==> src/rtl/uart_rx_fifo_cfg.sv <==
// UART receiver with runtime frame format, mid-bit sampling and a first-word fall-through RX FIFO.
// Optional break detection is compiled in with `define UART_RX_BREAK_DET_EN.
module uart_rx_fifo_cfg #(
    parameter int CLK_FREQ    = 50000000,
    parameter int BAUD_RATE   = 115200,
    parameter int FIFO_DEPTH  = 8,
    parameter int SYNC_STAGES = 2
) (
    input  logic                          clk,
    input  logic                          rst_n,
    input  logic                          cfg_wr_i,
    input  logic [15:0]                   cfg_bit_period_i,
    input  logic [1:0]                    cfg_data_bits_i,
    input  logic [1:0]                    cfg_parity_i,
    input  logic                          cfg_stop2_i,
    input  logic                          rx_en_i,
    input  logic                          uart_rxd_i,
    output logic                          m_valid_o,
    input  logic                          m_ready_i,
    output logic [7:0]                    m_data_o,
    output logic [1:0]                    m_err_o,
    output logic [$clog2(FIFO_DEPTH):0]   fifo_level_o,
    output logic                          overrun_o,
    input  logic                          overrun_clr_i,
    output logic                          busy_o,
    output logic                          break_o
);
    localparam logic [15:0] DEFAULT_BIT_PERIOD = 16'(CLK_FREQ / BAUD_RATE - 1);
    localparam int AW = $clog2(FIFO_DEPTH);
    localparam int LW = AW + 1;

    typedef enum logic [2:0] {
        S_IDLE, S_START, S_DATA, S_PARITY, S_STOP1, S_STOP2, S_PUSH, S_BRK_WAIT
    } state_t;

    logic [SYNC_STAGES-1:0] r_sync;
    logic [15:0]            r_bit_period;
    state_t                 r_state;
    logic [15:0]            r_cnt;
    logic [2:0]             r_bit_idx;
    logic [7:0]             r_data;
    logic                   r_perr;
    logic                   r_ferr;
    logic [1:0]             r_nbits;
    logic [1:0]             r_par_mode;
    logic                   r_stop2;

    logic w_rxd, w_abort, w_cnt_zero, w_last_bit, w_par_en, w_par_calc;

    assign w_rxd      = r_sync[SYNC_STAGES-1];
    assign w_abort    = cfg_wr_i || !rx_en_i;
    assign w_cnt_zero = (r_cnt == 16'd0);
    assign w_last_bit = (r_bit_idx == ({1'b0, r_nbits} + 3'd4));
    assign w_par_en   = (r_par_mode == 2'b01) || (r_par_mode == 2'b10);
    // Unreceived MSBs of r_data are zero, so reducing all 8 bits is safe.
    assign w_par_calc = (^r_data) ^ (r_par_mode == 2'b10);

`ifdef UART_RX_BREAK_DET_EN
    logic r_break;
    logic w_break;
    assign w_break = (r_data == 8'h00) && r_ferr;
    assign break_o = r_break;
`else
    assign break_o = 1'b0;
`endif

    always_ff @(posedge clk) begin
        if (!rst_n) r_sync <= '1;
        else        r_sync <= {r_sync[SYNC_STAGES-2:0], uart_rxd_i};
    end

    always_ff @(posedge clk) begin
        if (!rst_n)        r_bit_period <= DEFAULT_BIT_PERIOD;
        else if (cfg_wr_i) r_bit_period <= (cfg_bit_period_i < 16'd3) ? 16'd3 : cfg_bit_period_i;
    end

    always_ff @(posedge clk) begin
        if (!rst_n) begin
            r_state    <= S_IDLE;
            r_cnt      <= 16'd0;
            r_bit_idx  <= 3'd0;
            r_data     <= 8'h00;
            r_perr     <= 1'b0;
            r_ferr     <= 1'b0;
            r_nbits    <= 2'b00;
            r_par_mode <= 2'b00;
            r_stop2    <= 1'b0;
`ifdef UART_RX_BREAK_DET_EN
            r_break    <= 1'b0;
`endif
        end else begin
`ifdef UART_RX_BREAK_DET_EN
            r_break <= 1'b0;
`endif
            if (!w_cnt_zero) r_cnt <= r_cnt - 16'd1;
            if (w_abort) begin
                r_state <= S_IDLE;
            end else begin
                case (r_state)
                    S_IDLE: if (!w_rxd) begin
                        r_state    <= S_START;
                        r_cnt      <= r_bit_period >> 1;
                        r_bit_idx  <= 3'd0;
                        r_data     <= 8'h00;
                        r_perr     <= 1'b0;
                        r_ferr     <= 1'b0;
                        r_nbits    <= cfg_data_bits_i;
                        r_par_mode <= cfg_parity_i;
                        r_stop2    <= cfg_stop2_i;
                    end
                    S_START: if (w_cnt_zero) begin
                        r_cnt   <= r_bit_period;
                        r_state <= w_rxd ? S_IDLE : S_DATA;
                    end
                    S_DATA: if (w_cnt_zero) begin
                        r_data[r_bit_idx] <= w_rxd;
                        r_cnt             <= r_bit_period;
                        if (w_last_bit) r_state <= w_par_en ? S_PARITY : S_STOP1;
                        else            r_bit_idx <= r_bit_idx + 3'd1;
                    end
                    S_PARITY: if (w_cnt_zero) begin
                        r_perr  <= (w_par_calc != w_rxd);
                        r_cnt   <= r_bit_period;
                        r_state <= S_STOP1;
                    end
                    S_STOP1: if (w_cnt_zero) begin
                        if (!w_rxd) r_ferr <= 1'b1;
                        r_cnt   <= r_bit_period;
                        r_state <= r_stop2 ? S_STOP2 : S_PUSH;
                    end
                    S_STOP2: if (w_cnt_zero) begin
                        if (!w_rxd) r_ferr <= 1'b1;
                        r_state <= S_PUSH;
                    end
`ifdef UART_RX_BREAK_DET_EN
                    S_PUSH: if (w_break) begin
                        r_break <= 1'b1;
                        r_state <= S_BRK_WAIT;
                    end else begin
                        r_state <= S_IDLE;
                    end
`else
                    S_PUSH: r_state <= S_IDLE;
`endif
                    // Line must return high before a new start bit is accepted.
                    S_BRK_WAIT: if (w_rxd) r_state <= S_IDLE;
                    default: r_state <= S_IDLE;
                endcase
            end
        end
    end

    logic [9:0]    r_mem [FIFO_DEPTH];
    logic [AW-1:0] r_wr_ptr;
    logic [AW-1:0] r_rd_ptr;
    logic [LW-1:0] r_level;
    logic          r_overrun;
    logic          w_push_req, w_full, w_pop, w_push, w_overrun;
    logic [9:0]    w_head;

`ifdef UART_RX_BREAK_DET_EN
    assign w_push_req = (r_state == S_PUSH) && !w_abort && !w_break;
`else
    assign w_push_req = (r_state == S_PUSH) && !w_abort;
`endif
    assign w_full    = (r_level == LW'(FIFO_DEPTH));
    assign w_pop     = (r_level != '0) && m_ready_i;
    // A same-cycle pop frees the slot the push needs.
    assign w_push    = w_push_req && (!w_full || w_pop);
    assign w_overrun = w_push_req && w_full && !w_pop;

    always_ff @(posedge clk) begin
        if (w_push) r_mem[r_wr_ptr] <= {r_ferr, r_perr, r_data};
    end

    always_ff @(posedge clk) begin
        if (!rst_n) begin
            r_wr_ptr  <= '0;
            r_rd_ptr  <= '0;
            r_level   <= '0;
            r_overrun <= 1'b0;
        end else begin
            if (w_push) r_wr_ptr <= r_wr_ptr + AW'(1);
            if (w_pop)  r_rd_ptr <= r_rd_ptr + AW'(1);
            case ({w_push, w_pop})
                2'b10:   r_level <= r_level + LW'(1);
                2'b01:   r_level <= r_level - LW'(1);
                default: r_level <= r_level;
            endcase
            if (w_overrun)          r_overrun <= 1'b1;
            else if (overrun_clr_i) r_overrun <= 1'b0;
        end
    end

    assign w_head       = r_mem[r_rd_ptr];
    assign m_valid_o    = (r_level != '0);
    assign m_data_o     = m_valid_o ? w_head[7:0] : 8'h00;
    assign m_err_o      = m_valid_o ? w_head[9:8] : 2'b00;
    assign fifo_level_o = r_level;
    assign overrun_o    = r_overrun;
    assign busy_o       = (r_state != S_IDLE);
endmodule
==> config.mk <==
export PLATFORM = sky130hd
export DESIGN_NAME = uart_rx_fifo_cfg
export DESIGN_NICKNAME = d
export VERILOG_FILES = /design/src/rtl/uart_rx_fifo_cfg.sv
export SDC_FILE = /design/constraint.sdc
export NUM_CORES = 1
export LEC_CHECK = 0
export CORE_AREA = 5 5 165 88
export DETAILED_ROUTE_END_ITERATION = 10
export DIE_AREA = 0 0 170 93
export GPL_TIMING_DRIVEN = 1
export PLACE_DENSITY = 0.74
export RECOVER_POWER = 50
export SKIP_CTS_REPAIR_TIMING = 1
export SYNTH_ARGS = -nofsm -noshare
export SYNTH_HDL_FRONTEND = slang
export SYNTH_SLANG_ARGS = --single-unit
export TNS_END_PERCENT = 30
==> constraint.sdc <==
create_clock -name clk -period 4.9 [get_ports clk]
set_input_delay 0.735 -clock clk [delete_from_list [all_inputs] [get_ports clk]]
set_output_delay 0.735 -clock clk [all_outputs]
set_load 0.1 [all_outputs]
**Word level (Yosys, flattened, before mapping)**

Memory sizes are Yosys's and may differ from the RTL's. A register that Yosys moved wholly into a read port is not among the register bits.
Cells that the tools add are included.

- Word-level logic and storage cells: 130
- Memory bits (writable): 80
- Output and inout bits: 18
- Input bits: 28
- Register bits: 66
- Memories: 1

Memories:

| memory | depth | bits a word | read ports | clocked after memory_dff | wr ports | line | source |
|---|---|---|---|---|---|---|---|
| r_mem | 8 | 10 | 1 | 1 | 1 | 153 | `logic [9:0] r_mem [FIFO_DEPTH];` |

- Add/sub/neg operators: 7
- $lt $le $gt $ge: 3
- Reduce and logical (&&, ||, !) cells: 32
- Muxes and demuxes: 43
- Eq/ne operators: 25
- Bitwise operators: 4

Operator list:

| cell | number |
|---|---|
| 16-bit 2-to-1 mux | 5 |
| 3-bit 2-to-1 mux | 14 |
| 16-bit one-hot mux with 2 select lines | 1 |
| 8-bit 2-to-1 mux | 3 |
| 3-bit one-hot mux with 8 select lines | 1 |
| 2-bit != test (second input constant) | 10 |
| 16-bit logical NOT | 1 |
| 16-bit by 2-bit < comparator with 1-bit output (second input constant) | 1 |
| 8-bit one-hot mux with 2 select lines | 1 |
| 16-bit by 1-bit subtractor with 16-bit output (second input constant) | 1 |
| 3-bit equality test (second input constant) | 4 |
| 5-bit AND reduction | 2 |
| 2-bit nonzero test | 5 |
| 3-bit by 1-bit adder with 3-bit output (second input constant) | 3 |
| 1-bit 2-to-1 mux | 9 |
| 8-bit bitwise mux | 1 |
| 4-bit one-hot mux with 2 select lines | 1 |
| 4-bit AND reduction | 2 |
| 8-bit AND reduction | 1 |
| 8-bit parity | 1 |
| 3-bit by 2-bit equality test with 1-bit output (second input constant) | 2 |
| 1-bit logical AND | 6 |
| 2-bit 2-to-1 mux | 3 |
| 3-bit one-hot mux with 2 select lines | 1 |
| other kinds (24) | 35 |

**Logic depth before layout (Yosys ltp)**

Gate-level depths: netlist of run 1.

- Word-level depth: 7
- Mapped depth: 12
- Gate-level depth less buffers: 11

**Least setup slack after synthesis of run 1**

OpenSTA, ideal clock, no wires.

- Kind: register to register
- From: register r_level[0] (netlist: fifo_level_o[0])
- To: memory r_mem[0][0] (enable)
- Required time: 4.510 ns
- Setup time: 0.390 ns
- Data arrival time: 3.125 ns
- Cell stages (with the launch flop): 5
- Buffers on the path: 0
- Slack: 1.385 ns
- Clock period less this slack: 3.515 ns
- Path through: dfxtp_1 -> nor3_1 -> a2111oi_0 -> nand2b_1 -> nor3_1

- Word-level cells in the longest chain between the ends: 6
- Elaborated cells between the ends (all ways): 8
- Classes of those cells: eq/ne: 1; mux: 2; reduce/logical: 5

Ends and longest elaborated chain:

| element | line | source |
|---|---|---|
| start: declaration | 156 | `logic [LW-1:0] r_level;` |
| start signal: assignment | 186 | `2'b10: r_level <= r_level + LW'(1);` |
| start signal: assignment | 187 | `2'b01: r_level <= r_level - LW'(1);` |
| start signal: assignment | 188 | `default: r_level <= r_level;` |
| 4-bit equality test / 4-bit nonzero test (equally long branches) | 166, 167 |  |
| 1-bit logical NOT / 1-bit logical AND (equally long branches) | 169, 167 |  |
| 1-bit logical OR * | 169 | `assign w_push = w_push_req && (!w_full \|\| w_pop);` |
| 1-bit logical AND * | 169 |  |
| 1-bit 2-to-1 mux * | 173 | `if (w_push) r_mem[r_wr_ptr] <= {r_ferr, r_perr, r_data};` |
| 1-bit 2-to-1 mux (not written as such) * | 173 |  |
| end: declaration | 153 |  |

Mark *: on every way between the ends. The rest lies on a longest branch, timed or not.

==> results of run 1 <==
-- where the power goes --
| part | internal, uW | switching, uW | leakage, uW |
|---|---|---|---|
| Sequential | 1380 | 105 | 0.00135 |
| Combinational | 532 | 952 | 0.00118 |
| Clock | 714 | 546 | 0.000273 |
-- per-stage QoR --
stage	hold slack (ns)	cells	total power, uW
floorplan	0.3863	576	2669
global placement	0.4019	778	2948
detailed placement	0.4179	778	2979
CTS	0.4571	810	4241
global route	0.4680	810	4436
finish	0.4597	810	4231
-- layout by cell type, fill, tap and decap left out, types with 16 or more instances in the layout --
master            n
clkdlybuf4s50_1  42
edfxtp_1         80
nor2b_1          16
clkbuf_16        17
xnor2_1          18
mux2i_1          40
nor3_1           19
mux4_2           20
nor2_1           34
nand2_1          45
dfxtp_1          69
-- critical path, delay by kind of cell --
kind | cells | cell delay, ns
AND/OR/NAND/NOR | 2 | 1.34
AO/OA/AOI/OAI | 3 | 0.51
buffers and inverters | 2 | 1.79
-- cell families (layout without fill, tap and decap cells) --
logic type | Yosys count | count (layout) | share of synthesized area (%)
AOI/OAI and AO/OA | 98 | 98 | 10.50
buffers and inverters | 48 | 106 | 3.065
other | 1 | 1 | 0.05435
xor gates and xnor gates | 21 | 21 | 2.865
DFF | 149 | 149 | 54.84
adders and majority gates | 8 | 8 | 1.560
muxes | 62 | 62 | 12.66
and+or+nand+nor | 189 | 189 | 14.45
-- per-layer routing --
metal | wire [um] | vias to the layer above | part of all wire, %
met1 | 7724 | 2296 | 48
met2 | 6431 | 225 | 40
met4 | 178 | 0 | 1.1
li1 | - | 2261 | -
met3 | 1785 | 22 | 11
met5 | 0 | - | 0
-- worst paths after layout --
check,startpoint,endpoint,slack [ns],cells after the start
min,r_sync[0],r_sync[1],0.46,1
min reg2reg,r_sync[0],r_sync[1],0.46,1
max reg2reg,r_cnt[0],r_cnt[14],1.49,7
max,rst_n,r_cnt[1],0.87,7
-- cell type report --
cell class	instances	share of cell area, %
timing repair buffer	59	6.791
multi-input combinational	379	35.98
sequential	149	46.78
clock inverter	14	1.717
tap	176	2.723
inverter	15	0.6962
clock buffer	18	5.306
-- sequential cells by signal (all words and copies together), names as in the netlist, named ones only --
name          count
r_data            8
r_rd_ptr          3
r_state           3
r_nbits           2
r_wr_ptr          3
r_bit_idx         3
r_stop2           1
r_par_mode        2
r_perr            1
r_sync            2
r_cnt            16
r_bit_period     16
overrun_o         1
r_ferr            1
r_mem            80
fifo_level_o      4
==> out/results.tsv, run 1 <==
metric	value	unit
Final HPWL DP	11480	um
RSZ-0062 raised after global routing	no	
via count	4804	
Worst EP arrival	4.39	ns
violated checks	max-capacitance violations, max-slew violations	
Slowest Stage Delay on Critical Path	1.27	ns
Mapped Area	6899	um^2
clock latency on the worst-skew pair	0.42	ns
Die Wd	170	um
Pre-antenna DRT Iters	5	
main area contributors after synthesis	edfxtp_1, dfxtp_1, mux4_2	
Die H	93	um
Final Instance Area	8088	um^2
clk root buf	clkbuf_16	
final wirelength	16120	um
Cell variety after synth	74	
status	finished, violations left	
Max Cap Viol	1	
sequential fraction of the synthesis area	54.84	%
Avg Cell Area, Syn	11.98	um^2
WS Path Type	input pin to flip-flop	
drt drc	0	
row cnt	30	
top-area cell type share of the netlist area	34.82	%
final number of setup-violating endpoints	0	
Primary FF master, synth	edfxtp_1	
EDFF count, synth	80	
Worst VDD drop	0.0002869	V
GRT met3 Usage	7.897	%
TritonCTS clock tree	yes	
layout net count	657	
gpl congestion	0.9225	
slew margin rel.	-18.01	%
initial core utilization	52.97	%
grt total ovfl	0	
register area	3784	um^2
pwr dens	523.1	nW/um^2
P&R area growth vs syn	17.23	%
H-tree depth	4	
Lkg Pwr	0.002803	uW
synthesized net count	612	
DRT iter0 DRCs	590	
DR vias/cell	5.931	
slowest CP cell	clkbuf_1	
worst path cell trace	dlygate4sd3_1, clkbuf_1, nand3b_1, nor3_1, o21ai_0, o221ai_1, a31o_2	
final hold vios	0	
post-synth top area cell	edfxtp_1	
Multi-input gate area	2910	um^2
Async S/R FF share, synth	0	%
GR peak layer	met1	
post-route setup TNS	0	ns
share of cells above drive strength 1	13.09	%
WL/cell	19.90	um
Worst Skew	0.01251	ns
antenna violations before repair	0	
post-route minimum period	4.028	ns
Post-Place Worst Slack	1.375	ns
fin crit share	82.21	%
worst slew pin tran	1.770	ns
endpoint class of the critical path	flip-flop	
Pins Over Slew Limit	45	
grt met1 use	32.58	%
global-route wire length before repair	26020	um
vias in the first global route	4767	
CP startpoint kind	input pin	
CTS Buffer Depth	2	
die area	15810	um^2
CTS sink cnt	149	
Worst-path clk slew	0.06	ns
core area	13030	um^2
GRT Resource Usage Total	21.42	%
Post-DP Area	7523	um^2
CP max FO	44	
final core occ	62.09	%
Hold Path Class	flip-flop to flip-flop	
met2 Use GR	28.00	%
Ports	46	
cts bufs inserted	17	
largest net degree at the start of global routing	45	
Antenna Violating Nets Remaining	0	
Filler cells	1020	
Required @ worst endpoint	5.26	ns
Peak Freq	248.2	MHz
cells after synthesis	576	
Commonest cells post-synth	edfxtp_1, dfxtp_1, nand2_1	
final worst slack	0.8717	ns
Inserted Diodes	0	
Ys Warns	0	
count leader, synth	edfxtp_1	
#FFs+latches synth	149	
number of port buffers	44	
No activity file was read; power rests on OpenSTA's default activity.
==> run 2: changes to the inputs <==
clock period = 4.2 ns   (was 4.9 ns; I/O delays follow)
==> out/results.tsv, run 2 (synthesis gave the netlist of run 1 again) <==
metric	value	unit	change
TritonCTS clock tree	yes		unchanged
Largest Register	r_mem		unchanged
clk root buf	clkbuf_16		unchanged
r2r setup slk	1.25	ns	was 1.49 ns
via count	4943		was 4,804
Hold Path Origin	r_sync[0]		unchanged
core area	13030	um^2	unchanged
register area	3784	um^2	unchanged
pwr dens	610.7	nW/um^2	was 523.1 nW/um^2
row cnt	30		unchanged
clock latency on the worst-skew pair	0.42	ns	about the same
most common cell after layout, fill and taps aside	edfxtp_1		unchanged
fin crit share	84.72	%	
worst slew pin tran	1.758	ns	was 1.770 ns
die area	15810	um^2	unchanged
Pre-antenna DRT Iters	5		unchanged
Top Registers	r_mem: 80 flops, r_bit_period: 16 flops, r_cnt: 16 flops		unchanged
initial core utilization	52.97	%	unchanged
Slowest Stage Delay on Critical Path	1.04	ns	was 1.27 ns
Worst VDD drop	0.0004498	V	was 0.0002869 V
Worst R2R End	r_cnt[7]		was r_cnt[14]
slowest CP cell	clkdlybuf4s50_1		was clkbuf_1
DRT iter0 DRCs	496		was 590
violated checks	max-capacitance violations, max-slew violations		unchanged
Peak Freq	281.0	MHz	
final wirelength	16330	um	was 16,120 um
Antenna Violating Nets Remaining	0		unchanged
Reg2Reg Depth	7		unchanged
final hold vios	0		unchanged
CP max FO	17		was 44
RSZ-0062 raised after global routing	no		unchanged
cell count after placement	779		was 778
final number of setup-violating endpoints	0		unchanged
share of cells above drive strength 1	14.49	%	was 13.09%
Lkg Pwr	0.002831	uW	was 0.002803 uW
slew margin rel.	-17.19	%	was -18.01%
most frequent cells in the layout	edfxtp_1, dfxtp_1, nand2_1, mux2i_1, nor2_1		was edfxtp_1, dfxtp_1, nand2_1, clkdlybuf4s50_1, mux2i_1
WHS Endpoint	r_sync[1]		unchanged
grt total ovfl	0		unchanged
number of port buffers	44		unchanged
post-route minimum period	3.558	ns	
drt drc	0		unchanged
Inserted Diodes	0		unchanged
Die H	93	um	unchanged
endpoint class of the critical path	output port		was flip-flop
Filler cells	999		was 1,020
cts bufs inserted	17		unchanged
gpl congestion	0.9449		was 0.9225
worst r2r src	r_cnt[0]		unchanged
post-route setup TNS	0	ns	unchanged
number of flip-flops in the largest register	80		unchanged
status	finished, violations left		unchanged
Worst-path clk slew	0.07	ns	was 0.06 ns
Hold Path Class	flip-flop to flip-flop		unchanged
Pins Over Slew Limit	44		was 45
antenna violations before repair	0		unchanged
Worst EP arrival	2.93	ns	was 4.39 ns
DR vias/cell	6.095		was 5.931
Layout Cells excl Fill	811		was 810
Worst Skew	0.01542	ns	was 0.01251 ns
layout net count	658		was 657
CTS Buffer Depth	2		unchanged
Max Cap Viol	1		unchanged
GRT Resource Usage Total	21.56	%	was 21.42%
WS Path Type	flip-flop to output port		was input pin to flip-flop
Final HPWL DP	11410	um	was 11,480 um
largest net degree at the start of global routing	44		was 45
CP startpoint kind	flip-flop		was input pin
Multi-input gate area	2910	um^2	unchanged
WL/cell	20.14	um	was 19.90 um
Die Wd	170	um	unchanged
Required @ worst endpoint	3.57	ns	was 5.26 ns
final core occ	62.01	%	was 62.09%
Cells on Worst Hold Path	1		unchanged
H-tree depth	4		unchanged
CTS sink cnt	149		unchanged
global-route wire length before repair	26190	um	was 26,020 um
vias in the first global route	4843		was 4,767
P&R area growth vs syn	17.07	%	was 17.23%
worst path cell trace	nor3_1, inv_1, clkdlybuf4s50_1		was dlygate4sd3_1, clkbuf_1, nand3b_1, nor3_1, o21ai_0, o221ai_1, a31o_2
Ports	46		unchanged
==> run 2: report_power, final <==
group          internal, uW  switching [uW]  total (uW)
Clock                   792             676        1470
Combinational           611            1110        1720
Sequential             1610             128        1740
Total                  3020            1920        4930
==> run 2: critical path, delay by kind of cell, from the launching register on <==
kind | cells | cell delay (ns)
flip-flops | 1 | 0.47
AND/OR/NAND/NOR | 1 | 0.76
buffers and inverters | 2 | 1.28
==> run 2: worst max-delay path by stage <==
stage               startpoint              end  slack, ns  cells after the start
6_report            r_state[0]           busy_o       0.64                      3
3_5_place_dp           rx_en_i  fifo_level_o[3]       0.96                     11
2_1_floorplan  fifo_level_o[0]      r_mem[0][0]       0.69                      4
5_1_grt             r_state[0]           busy_o       0.51                      3
3_3_place_gp          cfg_wr_i  fifo_level_o[3]       1.09                     11
4_1_cts             r_state[0]           busy_o       0.70                      3
==> run 2: per-stage QoR <==
step / hold slack, ns / worst slack, ns / area, um^2 / power (uW)
after floorplan: 0.3863 / 0.6852 / 6899 / 3109
after global placement: 0.4052 / 1.085 / 7506 / 3420
after detailed placement: 0.4140 / 0.9619 / 7506 / 3458
after CTS: 0.4349 / 0.7013 / 8092 / 4928
after global routing: 0.4515 / 0.5055 / 8077 / 5156
final: 0.4270 / 0.6419 / 8077 / 4932
==> run 2: final cells by class <==
class                   count  share of cell area, %
flip-flops and latches    149                  46.85
multi-input cells         379                  36.03
repair buffers             60                  6.445
clock buffers              17                  5.267
well taps                 176                  2.727
clock inverters            15                  1.983
inverters                  15                 0.6971
==> run 2: routing by layer <==
layer,wire length [um],vias to the layer above,GRT usage (%)
met1,7906,2410,32.86
met3,1648,18,7.770
li1,-,2270,-
met5,0,-,0
met2,6613,245,28.83
met4,165,0,5.714
==> run 3: changes to the inputs <==
clock period = 3.6 ns   (was 4.2 ns; I/O delays follow)
==> out/results.tsv, run 3 (synthesis gave the netlist of run 1 again) <==
metric	value	unit	change
status	complete, no violations		was finished, violations left
cell count after placement	784		was 779
Max Cap Viol	0		was 1
cts bufs inserted	17		unchanged
Cells on Worst Hold Path	1		unchanged
Die H	93	um	unchanged
global-route wire length before repair	25570	um	was 26,190 um
antenna violations before repair	0		unchanged
slew margin rel.	22.40	%	was -17.19%
Required @ worst endpoint	3.94	ns	was 3.57 ns
slowest CP cell	clkbuf_1		was clkdlybuf4s50_1
row cnt	30		unchanged
hold_ws	0.4388	ns	was 0.4270 ns
TritonCTS clock tree	yes		unchanged
Pins Over Slew Limit	0		was 44
largest net degree at the start of global routing	44		unchanged
initial core utilization	52.97	%	unchanged
Top Registers	r_mem: 80 flops, r_bit_period: 16 flops, r_cnt: 16 flops		unchanged
Int Power	3594	uW	was 3015 uW
CTS sink cnt	149		unchanged
Clk pwr share	30.6	%	was 29.8%
drt drc	0		unchanged
H-tree depth	4		unchanged
register share of total power	34.8	%	was 35.3%
Worst-path clk slew	0.07	ns	about the same
WHS Endpoint	r_sync[1]		unchanged
final core occ	62.43	%	was 62.01%
core area	13030	um^2	unchanged
number of flip-flops in the largest register	80		unchanged
pwr dens	717.9	nW/um^2	was 610.7 nW/um^2
DR vias/cell	6.070		was 6.095
Lkg Pwr	0.002867	uW	was 0.002831 uW
gpl congestion	0.9400		was 0.9449
Hold Path Origin	r_sync[0]		unchanged
clock latency on the worst-skew pair	0.42	ns	about the same
vias in the first global route	4673		was 4,843
CP max FO	19		was 17
grt total ovfl	0		unchanged
clk root buf	clkbuf_16		unchanged
Worst VDD drop	0.0006972	V	was 0.0004498 V
WS Path Type	input pin to flip-flop		was flip-flop to output port
r2r setup slk	0.66	ns	was 1.25 ns
post-route setup TNS	0	ns	unchanged
WL/cell	19.66	um	was 20.14 um
CP startpoint kind	input pin		was flip-flop
most frequent cells in the layout	edfxtp_1, dfxtp_1, nand2_1, mux2i_1, nor2_1		unchanged
worst slew pin tran	1.169	ns	was 1.758 ns
number of port buffers	44		unchanged
GRT Resource Usage Total	21.19	%	was 21.56%
Antenna Violating Nets Remaining	0		unchanged
share of cells above drive strength 1	15.31	%	was 14.49%
Slowest Stage Delay on Critical Path	0.86	ns	was 1.04 ns
Sw Share	38.44	%	was 38.87%
Worst R2R End	r_cnt[7]		unchanged
Worst EP arrival	3.55	ns	was 2.93 ns
P_sw	2244	uW	was 1917 uW
CP dominant cell by count	nand2_1		
Pre-antenna DRT Iters	5		unchanged
layout net count	663		was 658
final hold vios	0		unchanged
worst path cell trace	dlygate4sd3_1, clkbuf_1, nor2b_1, nand2_1, and2_0, nand2_1, mux2i_1		was nor3_1, inv_1, clkdlybuf4s50_1
via count	4953		was 4,943
Inserted Diodes	0		unchanged
Worst Path Buf+Inv	2		unchanged
post-route minimum period	3.216	ns	
Layout Cells excl Fill	816		was 811
RSZ-0062 raised after global routing	no		unchanged
die area	15810	um^2	unchanged
Die Wd	170	um	unchanged
Largest Register	r_mem		unchanged
worst r2r src	r_cnt[0]		unchanged
DRT iter0 DRCs	477		was 496
Worst Skew	0.01136	ns	was 0.01542 ns
final worst slack	0.3839	ns	was 0.6419 ns
Logic pwr share	34.7	%	was 35.0%
Post-Place Worst Slack	0.5952	ns	was 0.9619 ns
Peak Freq	310.9	MHz	
Top Family by Delay on Critical Path	simple AND/OR/NAND/NOR gates		was buffers and inverters
Ports	46		unchanged
final number of setup-violating endpoints	0		unchanged
final wirelength	16040	um	was 16,330 um
endpoint class of the critical path	flip-flop		was output port
most common cell after layout, fill and taps aside	edfxtp_1		unchanged
fin crit share	89.34	%	
P&R area growth vs syn	17.86	%	was 17.07%
Reg2Reg Depth	7		unchanged
Hold Path Class	flip-flop to flip-flop		unchanged
CTS Buffer Depth	2		unchanged
Final HPWL DP	11450	um	was 11,410 um
[run 3: cell types whose count changed in the layout (fill, tap and decap cells not counted), moves of 2 or more]
cell / change
and2_0: +3
clkdlybuf4s50_1: -2
and2_1: -3
inv_6: +2
buf_4: +6
[run 3: worst max path at each step]
stage                         start              end  slack [ns]  cells past startpoint
floorplan           fifo_level_o[0]      r_mem[0][0]        0.09                      4
global placement           cfg_wr_i  fifo_level_o[3]        0.66                     11
detailed placement         cfg_wr_i  fifo_level_o[3]        0.60                     11
CTS                 fifo_level_o[3]        m_valid_o        0.65                      4
global route               cfg_wr_i        r_data[2]        0.28                      7
finish                     cfg_wr_i        r_data[2]        0.38                      7
[run 3: metrics by stage]
stage                     power [uW]  cell area [um^2]
after floorplan                 3628              6899
after detailed placement        4051              7541
after global routing            6111              8132
after CTS                       5837              8147
after global placement          4028              7541
final                           5838              8132
[run 3: power by group through the flow]
stage	sequential [uW]	clock [uW]	combinational, uW
5_1_grt	2040	1900	2170
4_1_cts	2020	1810	2010
2_1_floorplan	2100	0	1530
6_report	2030	1790	2020
3_3_place_gp	2050	0	1980
3_5_place_dp	2060	0	2000
[run 3: cell type report]
class	instances	area (um^2)
Tap cell	176	220.2
Clock buffer	17	425.4
Sequential cell	149	3784
Inverter	15	56.30
Clock inverter	15	180.2
Fill cell	990	4893
Multi-Input combinational cell	379	2910
Timing Repair Buffer	65	555.5
[run 3: layer usage]
| layer | part of all wire [%] | up-vias | global-route usage [%] |
|---|---|---|---|
| met3 | 12 | 22 | 7.306 |
| li1 | - | 2280 | - |
| met5 | 0 | - | 0 |
| met2 | 40 | 255 | 28.63 |
| met4 | 0.99 | 0 | 4.917 |
| met1 | 47 | 2396 | 32.55 |
[run 3: worst reg2reg max path: stages, from the launching register on]
cell      delay (ns)
dfxtp_1         0.37
inv_1           0.11
ha_1            0.18
or4b_2          0.69
or4_4           0.60
o311ai_0        0.60
or2_1           0.18
a22oi_1         0.07
